$ cat config.mk
export PLATFORM = sky130hd
export DESIGN_NAME = booth_mac_accumulator_flat
export DESIGN_NICKNAME = d
export VERILOG_FILES = /design/src/rtl/booth_mac_pkg.sv /design/src/rtl/booth_mac_accumulator_if.sv /design/src/rtl/booth_mac_addsat.sv /design/src/rtl/booth_mac_accumulator.sv /design/src/flat_wrapper.sv
export SDC_FILE = /design/constraint.sdc
export NUM_CORES = 1
export LEC_CHECK = 0
export BUFFER_PORTS_ARGS = -buffer_cell sky130_fd_sc_hd__buf_4
export CORE_UTILIZATION = 63
export CTS_CLUSTER_SIZE = 30
export DETAILED_ROUTE_END_ITERATION = 7
export PLACE_DENSITY_LB_ADDON = 0.25
export SLEW_MARGIN = 20
export SYNTH_ARGS = -nofsm -noshare
export SYNTH_HDL_FRONTEND = slang
export SYNTH_SLANG_ARGS = --single-unit
$ cat constraint.sdc
create_clock -name clk -period 5.2 [get_ports clk]
set_input_delay 0.52 -clock clk [delete_from_list [all_inputs] [get_ports clk]]
set_output_delay 0.52 -clock clk [all_outputs]
set_load 0.05 [all_outputs]
$ cat src/rtl/booth_mac_pkg.sv
// Shared types and helpers for the Booth multiplier MAC accumulator stage.
package booth_mac_pkg;

    typedef enum logic [1:0] {
        IDLE  = 2'd0,
        ACCUM = 2'd1,
        HOLD  = 2'd2
    } state_e;

    localparam int unsigned PROD_W = 64;
    localparam int unsigned EXT_W  = 128;

    // Widest sign extension of a product; callers truncate to their ACC_W (ACC_W <= EXT_W).
    function automatic logic signed [EXT_W-1:0] ext_prod(input logic signed [PROD_W-1:0] p);
        return {{(EXT_W-PROD_W){p[PROD_W-1]}}, p};
    endfunction

endpackage

$ cat src/rtl/booth_mac_accumulator_if.sv
// Product-in / frame-result-out handshake bundle of the MAC accumulator stage.
interface booth_mac_accumulator_if #(
    parameter int unsigned ACC_W     = 72,
    parameter int unsigned MAX_BEATS = 16
);
    import booth_mac_pkg::*;

    localparam int unsigned CNT_W = $clog2(MAX_BEATS + 1);

    logic signed [PROD_W-1:0] in_product;
    logic                     in_valid;
    logic                     in_first;
    logic                     in_last;
    logic                     in_ready;
    logic signed [ACC_W-1:0]  out_acc;
    logic [CNT_W-1:0]         out_count;
    logic                     out_ovf;
    logic                     out_err;
    logic                     out_valid;
    logic                     out_ready;

    modport master (
        output in_product, in_valid, in_first, in_last, out_ready,
        input  in_ready, out_acc, out_count, out_ovf, out_err, out_valid
    );

    modport slave (
        input  in_product, in_valid, in_first, in_last, out_ready,
        output in_ready, out_acc, out_count, out_ovf, out_err, out_valid
    );

endinterface

$ cat src/rtl/booth_mac_addsat.sv
// Combinational ACC_W signed adder with overflow flag.
// Build option BOOTH_MAC_SAT_EN clamps the sum on overflow instead of wrapping.
module booth_mac_addsat #(
    parameter int unsigned ACC_W = 72
) (
    input  logic signed [ACC_W-1:0] i_a,
    input  logic signed [ACC_W-1:0] i_b,
    output logic signed [ACC_W-1:0] o_sum_c,
    output logic                    o_ovf_c
);

    logic signed [ACC_W-1:0] w_raw;

    assign w_raw   = i_a + i_b;
    // Overflow only when both operands share a sign and the result flips it.
    assign o_ovf_c = (i_a[ACC_W-1] == i_b[ACC_W-1]) && (w_raw[ACC_W-1] != i_a[ACC_W-1]);

`ifdef BOOTH_MAC_SAT_EN
    localparam logic signed [ACC_W-1:0] MAX_POS = {1'b0, {(ACC_W-1){1'b1}}};
    localparam logic signed [ACC_W-1:0] MAX_NEG = {1'b1, {(ACC_W-1){1'b0}}};

    always_comb begin
        o_sum_c = w_raw;
        if (o_ovf_c) begin
            o_sum_c = i_a[ACC_W-1] ? MAX_NEG : MAX_POS;
        end
    end
`else
    assign o_sum_c = w_raw;
`endif

endmodule

$ cat src/rtl/booth_mac_accumulator.sv
// Frames the Booth multiplier product stream and emits per-frame sums over valid/ready.
// Build option BOOTH_MAC_SAT_EN selects saturating accumulation (see booth_mac_addsat).
module booth_mac_accumulator
    import booth_mac_pkg::*;
#(
    parameter int unsigned ACC_W     = 72,
    parameter int unsigned MAX_BEATS = 16
) (
    input logic                     clk,
    input logic                     rst,
    booth_mac_accumulator_if.slave  bus
);

    localparam int unsigned CNT_W = $clog2(MAX_BEATS + 1);

    state_e                  r_state;
    logic signed [ACC_W-1:0] r_acc;
    logic [CNT_W-1:0]        r_count;
    logic                    r_ovf;
    logic signed [ACC_W-1:0] r_out_acc;
    logic [CNT_W-1:0]        r_out_count;
    logic                    r_out_ovf;
    logic                    r_out_err;
    logic                    r_out_valid;

    logic                    w_in_ready;
    logic                    w_accept;
    logic                    w_drain;
    logic                    w_start;
    logic signed [ACC_W-1:0] w_ext;
    logic signed [ACC_W-1:0] w_sum;
    logic                    w_add_ovf;
    logic signed [ACC_W-1:0] w_new_acc;
    logic [CNT_W-1:0]        w_new_cnt;
    logic                    w_new_ovf;
    logic                    w_hit_max;
    logic                    w_close;
    logic                    w_err;

    // A held result only blocks input when the consumer is not taking it this cycle.
    assign w_in_ready = (r_state != HOLD) || bus.out_ready;
    assign w_accept   = bus.in_valid && w_in_ready;
    assign w_drain    = r_out_valid && bus.out_ready;

    assign w_ext = ACC_W'(ext_prod(bus.in_product));

    booth_mac_addsat #(.ACC_W(ACC_W)) u_addsat (
        .i_a     (r_acc),
        .i_b     (w_ext),
        .o_sum_c (w_sum),
        .o_ovf_c (w_add_ovf)
    );

    // Outside ACCUM every accepted beat opens a fresh frame, as does in_first inside it.
    assign w_start   = (r_state != ACCUM) || bus.in_first;
    assign w_new_acc = w_start ? w_ext : w_sum;
    assign w_new_cnt = w_start ? CNT_W'(1) : r_count + CNT_W'(1);
    assign w_new_ovf = w_start ? 1'b0 : (r_ovf || w_add_ovf);
    assign w_hit_max = (w_new_cnt == CNT_W'(MAX_BEATS));
    assign w_close   = bus.in_last || w_hit_max;
    assign w_err     = w_hit_max && !bus.in_last;

    always_ff @(posedge clk) begin
        if (rst) begin
            r_state     <= IDLE;
            r_acc       <= '0;
            r_count     <= '0;
            r_ovf       <= 1'b0;
            r_out_acc   <= '0;
            r_out_count <= '0;
            r_out_ovf   <= 1'b0;
            r_out_err   <= 1'b0;
            r_out_valid <= 1'b0;
        end else begin
            if (w_drain) begin
                r_out_valid <= 1'b0;
                r_state     <= IDLE;
            end
            // A same-cycle accept overrides the drain's return to IDLE.
            if (w_accept) begin
                r_acc   <= w_new_acc;
                r_count <= w_new_cnt;
                r_ovf   <= w_new_ovf;
                if (w_close) begin
                    r_out_acc   <= w_new_acc;
                    r_out_count <= w_new_cnt;
                    r_out_ovf   <= w_new_ovf;
                    r_out_err   <= w_err;
                    r_out_valid <= 1'b1;
                    r_state     <= HOLD;
                end else begin
                    r_state     <= ACCUM;
                end
            end
        end
    end

    assign bus.in_ready  = w_in_ready;
    assign bus.out_acc   = r_out_acc;
    assign bus.out_count = r_out_count;
    assign bus.out_ovf   = r_out_ovf;
    assign bus.out_err   = r_out_err;
    assign bus.out_valid = r_out_valid;

endmodule

$ cat src/flat_wrapper.sv
// flat-port wrapper written by rule: the top's interface ports become plain ports
module booth_mac_accumulator_flat import booth_mac_pkg::*;
#(
    parameter int unsigned ACC_W     = 72,
    parameter int unsigned MAX_BEATS = 16
)
  (clk, rst, bus_in_product, bus_in_valid, bus_in_first, bus_in_last, bus_out_ready, bus_in_ready, bus_out_acc, bus_out_count, bus_out_ovf, bus_out_err, bus_out_valid);
  booth_mac_accumulator_if #(.ACC_W(ACC_W), .MAX_BEATS(MAX_BEATS)) bus_i ();
  input logic clk;
  input logic rst;
  input wire logic [$bits(bus_i.in_product)-1:0] bus_in_product;
  input wire logic [$bits(bus_i.in_valid)-1:0] bus_in_valid;
  input wire logic [$bits(bus_i.in_first)-1:0] bus_in_first;
  input wire logic [$bits(bus_i.in_last)-1:0] bus_in_last;
  input wire logic [$bits(bus_i.out_ready)-1:0] bus_out_ready;
  output wire logic [$bits(bus_i.in_ready)-1:0] bus_in_ready;
  output wire logic [$bits(bus_i.out_acc)-1:0] bus_out_acc;
  output wire logic [$bits(bus_i.out_count)-1:0] bus_out_count;
  output wire logic [$bits(bus_i.out_ovf)-1:0] bus_out_ovf;
  output wire logic [$bits(bus_i.out_err)-1:0] bus_out_err;
  output wire logic [$bits(bus_i.out_valid)-1:0] bus_out_valid;
  assign bus_i.in_product = bus_in_product;
  assign bus_i.in_valid = bus_in_valid;
  assign bus_i.in_first = bus_in_first;
  assign bus_i.in_last = bus_in_last;
  assign bus_i.out_ready = bus_out_ready;
  assign bus_in_ready = bus_i.in_ready;
  assign bus_out_acc = bus_i.out_acc;
  assign bus_out_count = bus_i.out_count;
  assign bus_out_ovf = bus_i.out_ovf;
  assign bus_out_err = bus_i.out_err;
  assign bus_out_valid = bus_i.out_valid;
  booth_mac_accumulator #(.ACC_W(ACC_W), .MAX_BEATS(MAX_BEATS)) u_core (.clk(clk), .rst(rst), .bus(bus_i));
endmodule
==> results.cfg <==
[floorplan]
core_sq_um = 16700
io_pins = 151
die_x_um = 133
dieArea_sq_um = 17800
initial_core_util_pct = 65.0
num_rows = 47
die_h_um = 133

[grt]
track_usage_pct = 35.6
gr-total-overflow = 0
antenna_found_initial = 0
grt_max_degree = 84
grt_pass1_wl_mm = 51.4
grt_pass1_vias = 10312

[clock_tree]
clock_path_buffers = 2
cts.sinks = 160
insertion_delay_ns = 0.44
post_cts_buffers = 0
ctsHoldBuffers = 0
clkSlewWorstSetupHoldPaths_ns = 0.07
cts_tree = built
cts_buffers = 17
cts-resized-gates = 0
cts_root_buffer = clkbuf_16
htree_levels = 4

[placement]
place.gp.congestion = 0.966
placed_area_sq_um = 12000
hpwl_mm = 22.6
portBuffers = 150

[setup_path]
r2r_slack_ns = 1.65
start_kind = flop
r2r-end = u_core.bus.out_acc[21]
crit_type = reg -> reg
reg2reg_depth = 8
crit_arrival_ns = 3.90
end_kind = flop
crit_required_ns = 5.55
reg2reg_from = u_core.r_state[1]
crit_fanout = 81

[synthesis]
yosys-top-cells-area = dfxtp_1, ha_1, nor2_1
synth_seq_cells = 160
synth_top_area_share_pct = 29.5
synth.distinct_cells = 71
synth_flop_cell = dfxtp_1
synthArstFlopShare_pct = 0
avgSynthCellArea_sq_um = 7.65
synthCells = 1420
yosysTopAreaCell = dfxtp_1
synth_edf_count = 0
yosys_warnings = 0
seq_area_frac_synth_pct = 29.5
syn_area_sq_um = 10900
synth_nets = 1563

[worst_hold_path]
holdPathStages = 2
worstHoldStart = bus_in_last
whs_endpoint = u_core.bus.out_err
hold_class = in -> reg

[cells_and_area]
area_growth_pct = 16.1
nets = 1648
stdcell_area_sq_um = 12600
fin_util_pct = 75.5
num_antenna_cells = 0
drive_above_1_share_pct = 14.2

[drt]
post_drt_wl_per_cell_um = 18.2
ant_nets = 0
routed_wl_mm = 31.7
drt_iter0_drc = 1091
vias = 11124
via_per_inst = 6.40
post-route-drc-count = 0
drtPass1Iterations = 6

[timing]
slew_violations = 0
hold_viol = 0
setup-tns-final_ns = 0
slew_headroom_pct = 40.2
clock.fmax_mhz = 282
layout_worst_path_cycle_share_pct = 68.3
rsz0062_at_grt = no
fin_crit_ns = 3.55
finalSetupViolations = 0
clock-skew-final_ns = 0.00821
worst_slew_pin_slew_ns = 0.897

[pwr]
ir_drop_v = 0.000254
p_per_area_nw_per_um2 = 307
power_w = 0.00387
power.leakage_nw = 5.39

[job]
cap_violations = 0

[status]
outcome = finished clean
[registers in the layout (all words and copies together), names as in the netlist]
name / count
u_core.r_acc: 72
u_core.bus.out_err: 1
u_core.r_ovf: 1
u_core.bus.out_acc: 72
u_core.r_count: 5
u_core.bus.out_valid: 1
u_core.r_state: 2
u_core.bus.out_ovf: 1
u_core.bus.out_count: 5
[worst max-delay path, cell delays in order, from the launching register on]
cell,delay [ns]
dfxtp_1,0.35
or3b_4,0.63
nor2_1,0.35
nand2_1,0.13
nor3_1,0.53
nand2b_4,0.81
buf_12,0.31
nor2_1,0.07
a211oi_1,0.23
[worst max path at each step]
stage                                 start                     end  slack [ns]  cells past startpoint
after detailed placement       bus_in_first   u_core.bus.out_acc[9]        1.40                      9
after floorplan           bus_in_product[4]        u_core.r_acc[69]        2.12                     11
after global routing      u_core.r_state[0]  u_core.bus.out_acc[11]        1.34                      8
after global placement         bus_in_first  u_core.bus.out_acc[20]        1.51                      9
after CTS                 u_core.r_state[1]   u_core.bus.out_acc[9]        1.67                      8
final                     u_core.r_state[1]  u_core.bus.out_acc[21]        1.65                      8
[area by class of cell]
class | count | area (sq um)
multi-input combinational | 1143 | 7220
inverter | 23 | 86.3
clock inverter | 13 | 151
sequential | 160 | 3200
clock buffer | 19 | 453
fill | 1328 | 4100
tap | 220 | 275
timing repair buffer | 160 | 1210
[synthesized netlist by cell type, drive strengths merged, types with 3 or more instances]
| library cell | instances |
|---|---|
| nand4 | 28 |
| ha | 72 |
| nand3 | 31 |
| inv | 23 |
| o41ai | 4 |
| nand2 | 119 |
| o211ai | 16 |
| clkbuf | 79 |
| o21a | 9 |
| and3 | 13 |
| a31oi | 17 |
| xnor2 | 34 |
| dfxtp | 160 |
| nor2b | 4 |
| o31ai | 7 |
| o21bai | 17 |
| nor2 | 231 |
| nand3b | 3 |
| nor4 | 4 |
| xor2 | 24 |
| or3 | 7 |
| o31a | 5 |
| a211oi | 113 |
| mux2i | 27 |
| a31o | 4 |
| a41oi | 4 |
| a311oi | 15 |
| a221oi | 5 |
| and2 | 18 |
| buf | 15 |
| nor3 | 32 |
| a21oi | 140 |
| o21ai | 50 |
| a21boi | 6 |
| nand2b | 6 |
| a21o | 50 |
[layer usage]
| layer | share of wire, % | GRT usage (%) | up-vias |
|---|---|---|---|
| met3 | 6.9 | 4.57 | 84 |
| li1 | - | - | 5381 |
| met1 | 45 | 48.9 | 5191 |
| met5 | 0 | 0 | - |
| met2 | 45 | 57.0 | 468 |
| met4 | 3.0 | 13.5 | 0 |
[layout by cell type, fill, tap and decap left out, drive strengths merged, types with 9 or more instances in the layout]
cell,synthesis,final
o21ai,50,50
and3,13,13
nand4,28,28
ha,72,72
nand2,119,119
mux2i,27,27
dfxtp,160,160
nor2,231,231
a311oi,15,15
xor2,24,24
o21bai,17,17
inv,23,28
a211oi,113,113
o21a,9,9
a31oi,17,17
nor3,32,32
and2,18,18
a21oi,140,140
a21o,50,50
xnor2,34,34
o211ai,16,16
nand3,31,31
buf,15,160
clkbuf,79,19
[metrics by stage]
stage | setup WS, ns | std cells | hold WS (ns)
finish | 1.65 | 1738 | 0.311
global placement | 1.51 | 1706 | 0.434
floorplan | 2.12 | 1420 | 0.421
CTS | 1.67 | 1738 | 0.309
detailed placement | 1.40 | 1706 | 0.453
global route | 1.34 | 1738 | 0.323
[where the power goes]
part	total (W)	internal [W]	leakage (nW)	switching [W]
Clock	0.00132	0.000744	0.301	0.000579
Sequential	0.00137	0.00131	1.32	0.0000524
Combinational	0.00118	0.000425	3.77	0.000754
Total	0.00387	0.00248	5.39	0.00139
[cells by family (layout without fill, tap and decap cells)]
kind of cell | after synthesis | count (layout) | synth area share (%)
and+or+nand+nor | 506 | 506 | 20.8
buffers and inverters | 117 | 215 | 4.17
xor gates and xnor gates | 58 | 58 | 4.68
muxes | 27 | 27 | 2.49
AOI/OAI and AO/OA | 479 | 479 | 29.8
adders and majority gates | 73 | 73 | 8.48
DFF | 160 | 160 | 29.5
No activity file was read; power rests on OpenSTA's default activity.
